--- src/rtl/rand_word_packer.sv ---
// Packs rising-edge-captured PRNG bytes little-endian into words and buffers them in an FWFT FIFO.
// Optional feature: define RAND_PACK_STATS_EN to add the saturating word_cnt output.
module rand_word_packer #(
  parameter int WORD_BYTES = 4,
  parameter int DEPTH      = 4
) (
  input  logic                      clk,
  input  logic                      res,
  input  logic                      flush,
  input  logic [7:0]                prng_dout,
  input  logic                      prng_done,
  output logic                      prng_ena,
  output logic [8*WORD_BYTES-1:0]   dout,
  output logic                      valid,
  input  logic                      ready,
  output logic [$clog2(DEPTH):0]    level,
  output logic                      ovf
`ifdef RAND_PACK_STATS_EN
  ,
  output logic [15:0]               word_cnt
`endif
);

  localparam int W  = 8 * WORD_BYTES;
  localparam int PW = $clog2(DEPTH);
  localparam int CW = PW + 1;
  localparam int BW = (WORD_BYTES > 1) ? $clog2(WORD_BYTES) : 1;
  localparam logic [BW-1:0] LAST_IDX = BW'(WORD_BYTES - 1);
  localparam logic [CW-1:0] FULL_CNT = CW'(DEPTH);

  logic                    done_q, done_d;
  logic [BW-1:0]           bidx_q, bidx_d;
  logic [W-1:0]            word_q, word_d, word_ins;
  logic [DEPTH-1:0][W-1:0] mem_q, mem_d;
  logic [PW-1:0]           wptr_q, wptr_d, rptr_q, rptr_d;
  logic [CW-1:0]           cnt_q, cnt_d;
  logic                    ovf_q, ovf_d;
  logic                    capture, last, full, pop, push_req, do_push;

  always_comb begin
    capture  = prng_done && !done_q;
    last     = (bidx_q == LAST_IDX);
    full     = (cnt_q == FULL_CNT);
    pop      = (cnt_q != '0) && ready;
    push_req = capture && last;
    // A full FIFO still accepts a push when the head leaves in the same cycle.
    do_push  = push_req && (!full || pop);

    word_ins = word_q;
    for (int k = 0; k < WORD_BYTES; k++) begin
      if (bidx_q == BW'(k)) word_ins[8*k +: 8] = prng_dout;
    end

    done_d = prng_done;
    bidx_d = bidx_q;
    word_d = word_q;
    mem_d  = mem_q;
    wptr_d = wptr_q;
    rptr_d = rptr_q;
    cnt_d  = cnt_q;
    ovf_d  = ovf_q;

    if (flush) begin
      bidx_d = '0;
      wptr_d = '0;
      rptr_d = '0;
      cnt_d  = '0;
      ovf_d  = 1'b0;
    end else begin
      if (capture) begin
        word_d = word_ins;
        bidx_d = last ? '0 : bidx_q + BW'(1);
      end
      if (do_push) begin
        mem_d[wptr_q] = word_ins;
        wptr_d        = wptr_q + PW'(1);
      end
      if (push_req && !do_push) ovf_d = 1'b1;
      if (pop) rptr_d = rptr_q + PW'(1);
      cnt_d = cnt_q + CW'(do_push) - CW'(pop);
    end
  end

  always_ff @(posedge clk or posedge res) begin
    if (res) begin
      done_q <= 1'b0;
      bidx_q <= '0;
      word_q <= '0;
      mem_q  <= '0;
      wptr_q <= '0;
      rptr_q <= '0;
      cnt_q  <= '0;
      ovf_q  <= 1'b0;
    end else begin
      done_q <= done_d;
      bidx_q <= bidx_d;
      word_q <= word_d;
      mem_q  <= mem_d;
      wptr_q <= wptr_d;
      rptr_q <= rptr_d;
      cnt_q  <= cnt_d;
      ovf_q  <= ovf_d;
    end
  end

  assign dout     = mem_q[rptr_q];
  assign valid    = (cnt_q != '0);
  assign level    = cnt_q;
  assign ovf      = ovf_q;
  assign prng_ena = !flush && (cnt_q < FULL_CNT);

`ifdef RAND_PACK_STATS_EN
  logic [15:0] word_cnt_q, word_cnt_d;

  always_comb begin
    word_cnt_d = word_cnt_q;
    if (flush)                               word_cnt_d = '0;
    else if (pop && word_cnt_q != 16'hFFFF)  word_cnt_d = word_cnt_q + 16'd1;
  end

  always_ff @(posedge clk or posedge res) begin
    if (res) word_cnt_q <= '0;
    else     word_cnt_q <= word_cnt_d;
  end

  assign word_cnt = word_cnt_q;
`endif

endmodule

--- config.mk ---
export PLATFORM = sky130hd
export DESIGN_NAME = rand_word_packer
export DESIGN_NICKNAME = d
export VERILOG_FILES = /design/src/rtl/rand_word_packer.sv
export SDC_FILE = /design/constraint.sdc
export NUM_CORES = 1
export LEC_CHECK = 0
export CORE_MARGIN = 2
export CORE_UTILIZATION = 50
export CTS_BUF_LIST = sky130_fd_sc_hd__clkbuf_16
export DETAILED_ROUTE_END_ITERATION = 8
export GPL_TIMING_DRIVEN = 1
export PLACE_DENSITY = 0.7
export SLEW_MARGIN = 20
export SYNTH_ARGS = -nofsm -noshare
export SYNTH_HDL_FRONTEND = slang
export SYNTH_SLANG_ARGS = --single-unit
--- constraint.sdc ---
create_clock -name clk -period 7.8 [get_ports clk]
set_input_delay 1.56 -clock clk [delete_from_list [all_inputs] [get_ports clk]]
set_output_delay 1.56 -clock clk [all_outputs]
set_load 0.01 [all_outputs]
==> metrics.md <==
| Metric | Value |
|---|---|
| Die width | 134 microns |
| H-tree Lvls | 4 |
| Number of distinct standard cells referenced by the synthesized netlist | 36 |
| Kind of cell adding the most delay to the critical path | buffers and inverters |
| Fraction of layout instances using a drive strength above 1 | 48.6% |
| Number of nets in the layout | 548 |
| Number of max-slew violations in the final report | 0 |
| Worst R2R End | mem_q[76] |
| Worst-Skew Late Latency | 0.43 ns |
| Yosys top cell area share | 50.9% |
| Leakage dissipation | 4.66 nW |
| Residual overflow from global routing | 0 |
| Number of buffers created by CTS | 17 |
| Relative max-transition margin | 36.7% |
| Growth of design area from synthesis to finish | 12.1% |
| Average routed wire per standard cell | 21.6 microns |
| Finished layout cell area | 9430 sq um |
| Number of register bits inferred by synthesis | 171 |
| Endpoint kind of the worst setup timing path | output port |
| Part of the cycle the worst path needs | 57.9% |
| Number of buffers added for setup after CTS | 0 |
| Hold Startpoint | word_q[21] |
| Vias in the first global route | 4,700 |
| VDD IR-drop max | 0.173 mV |
| Cell area after technology mapping | 8410 sq um |
| Initial Utilization | 50.9% |
| FF-to-FF setup slack | 4.93 ns |
| First-pass GRT wire length | 26,700 microns |
| Met3 usage in global routing | 5.18% |
| Skew final | 0.00829 ns |
| Crit-path max FO | 13 |
| Global Route met2 Usage | 32.3% |
| Most Crowded Layer GR | met2 |
| CTS root buf | sky130_fd_sc_hd__clkbuf_16 |
| Count of max-cap constraint violations | 0 |
| Core outline area | 16,500 sq um |
| Synth area leader | sky130_fd_sc_hd__dfrtp_1 |
| Largest net degree at the start of global routing | 107 |
| Clock period minus final worst setup slack | 4.52 ns |
| Largest buffer count on any clock path | 2 |
| Clock slew at reported path FFs | 0.06 ns |
| Proportion of synthesized chip area in sequential cells | 50.9% |
| Transition at the pin with the smallest max-transition slack | 0.949 ns |
| Hold buffers post-CTS | 0 |
| Detailed-routing iteration count for the pre-antenna-repair pass | 5 |
| Worst Hold Class | flop to flop |
| Global-route usage over all layers | 20.0% |
| Drt first-iter violations | 263 |
| R2R Path Start | bidx_q[0] |
| Clock tree from TritonCTS | done |
| Sinks on the clock net | 171 |
| Count of inserted antenna diode cells | 0 |
| Power density of the placed cells | 228 nW/um^2 |
| Count of buffer and inverter cells on the critical path | 2 |
| Maximum single-stage delay on the critical path | 0.66 ns |
| Total die area | 17,900 sq um |
| Kind of start point of the critical path | input port |
| Cells on Worst Hold Path | 1 |
| Slowest library cell on the worst path | sky130_fd_sc_hd__clkdlybuf4s50_1 |
| Via count of the routed design | 4,248 |
| Main area contributors after synthesis | sky130_fd_sc_hd__dfrtp_1 (51%), sky130_fd_sc_hd__mux2_4 (21%), sky130_fd_sc_hd__mux2_2 (9.5%) |
| Half-perimeter wire length after placement | 9600 microns |
| Top cell by count, worst path | sky130_fd_sc_hd__clkdlybuf4s50_1 |
| Unrepaired setup endpoints after global routing | false |
| Aggregate routed wire length | 16,400 microns |
| Instance count of the mapped netlist | 482 |
| Count of input and output buffers | 50 |
| Initial antenna violation count | 0 |
| Die height | 134 microns |
| Worst Path Required | 6.24 ns |
| Crit path launch | flush |
| Run status | finished clean |
| Number of placed I/O pins | 51 |
| Core Util, Final | 57.1% |
| Num rows | 47 |
| Arrival @ worst endpoint | 2.96 ns |
| Routability congestion estimate from global placement | 0.714 |
| Terminating pin of the worst hold path | word_q[21] |
| Mapped Nets | 506 |
| Upper clock frequency limit | 0.221 GHz |
| Critical path class | input port to output port |
| Total Negative Setup Slacks | 0 ns |
| Met1 usage | 27.1% |
| Number of cells traversed by the worst register-to-register path | 4 |
| Resize count post-CTS | 0 |
| Vias per cell | 5.61 |
| Count of final hold-check violations | 0 |
| Final setup violation count | 0 |
| Final Instance Count excl. Fillers | 757 |
| Warnings from Yosys | 0 |
| Cell-by-cell listing of the critical path | clkdlybuf4s50_1 -> nor2_1 -> clkdlybuf4s50_1 |
| Final antenna-violating net count | 0 |
| Avg Cell Area, Syn | 17.4 sq um |
| Number of design rule violations left after detail routing | 0 |
| Number of cells after detailed placement | 725 |
| Total placed instance area | 8890 sq um |
[synth_stat cells (all sizes together)]
master / number
o311ai: 1
mux2: 192
xor2: 2
clkbuf: 8
ha: 10
a31oi: 1
and2: 1
a21oi: 2
fa: 1
or3: 2
nor2b: 3
mux2i: 2
or4b: 1
nor3: 1
xnor2: 1
mux4: 32
nand4: 1
nor4b: 1
dfrtp: 171
nand3b: 1
buf: 23
o31a: 1
inv: 7
o21ai: 2
nand3: 5
and4bb: 1
nor2: 9
[logic make-up after synthesis]
kind of cell | share of synthesized area [%]
multiplexers | 39.9
flip-flops | 50.9
buffers and inverters | 4.31
AND/OR/NAND/NOR | 2.37
adder cells (fa/ha/maj) | 1.73
AO/OA/AOI/OAI | 0.536
XOR/XNOR | 0.312
[metal layers]
layer	share of wire (%)	routed length, microns	vias up
met5	0	0	-
met4	0.87	143	0
met3	3.0	492	11
met2	49	8090	68
met1	47	7650	2320
li1	-	-	1849
[layout make-up]
class,count,area [sq um]
Fill cell,1257,7090
Clock inverter,15,116
Clock buffer,17,425
Inverter,7,31.3
Sequential cell,171,4280
Tap cell,220,275
Multi-Input combinational cell,273,3770
Timing Repair Buffer,54,531
[power breakdown]
group,total [W],switching [W],internal (W)
clock network,0.000790,0.000332,0.000458
logic,0.000350,0.000171,0.000179
registers,0.00101,0.0000641,0.000944
total,0.00215,0.000567,0.00158
[metrics by stage]
step	hold WS, ns	total power (W)	worst slack, ns
detailed placement	0.475	0.00138	3.27
CTS	0.489	0.00217	3.26
floorplan	0.454	0.00127	1.61
finish	0.482	0.00215	3.28
global placement	0.464	0.00136	3.29
global route	0.510	0.00226	3.18
[worst max-delay path by stage]
stage	end	depth (start not counted)	slack, ns
finish	prng_ena	3	3.28
floorplan	bidx_q[0]	1	1.61
global route	prng_ena	3	3.18
global placement	prng_ena	3	3.29
detailed placement	prng_ena	3	3.27
CTS	prng_ena	3	3.26
[sequential cells by signal (all words and copies together) (netlist names)]
register / flops
done_q: 1
level: 3
wptr_q: 2
word_q: 32
bidx_q: 2
mem_q: 128
rptr_q: 2
ovf: 1
[layout by cell type, fill, tap and decap left out, drive strengths merged, types with 3 or more instances in the layout]
master	Yosys	routed
clkdlybuf4s50	0	50
buf	23	4
clkbuf	8	17
inv	7	10
dfrtp	171	171
nor2	9	9
ha	10	10
nor2b	3	3
nand3	5	5
mux4	32	32
mux2	192	192
clkinv	0	9
(Power assumes the default switching activity.)
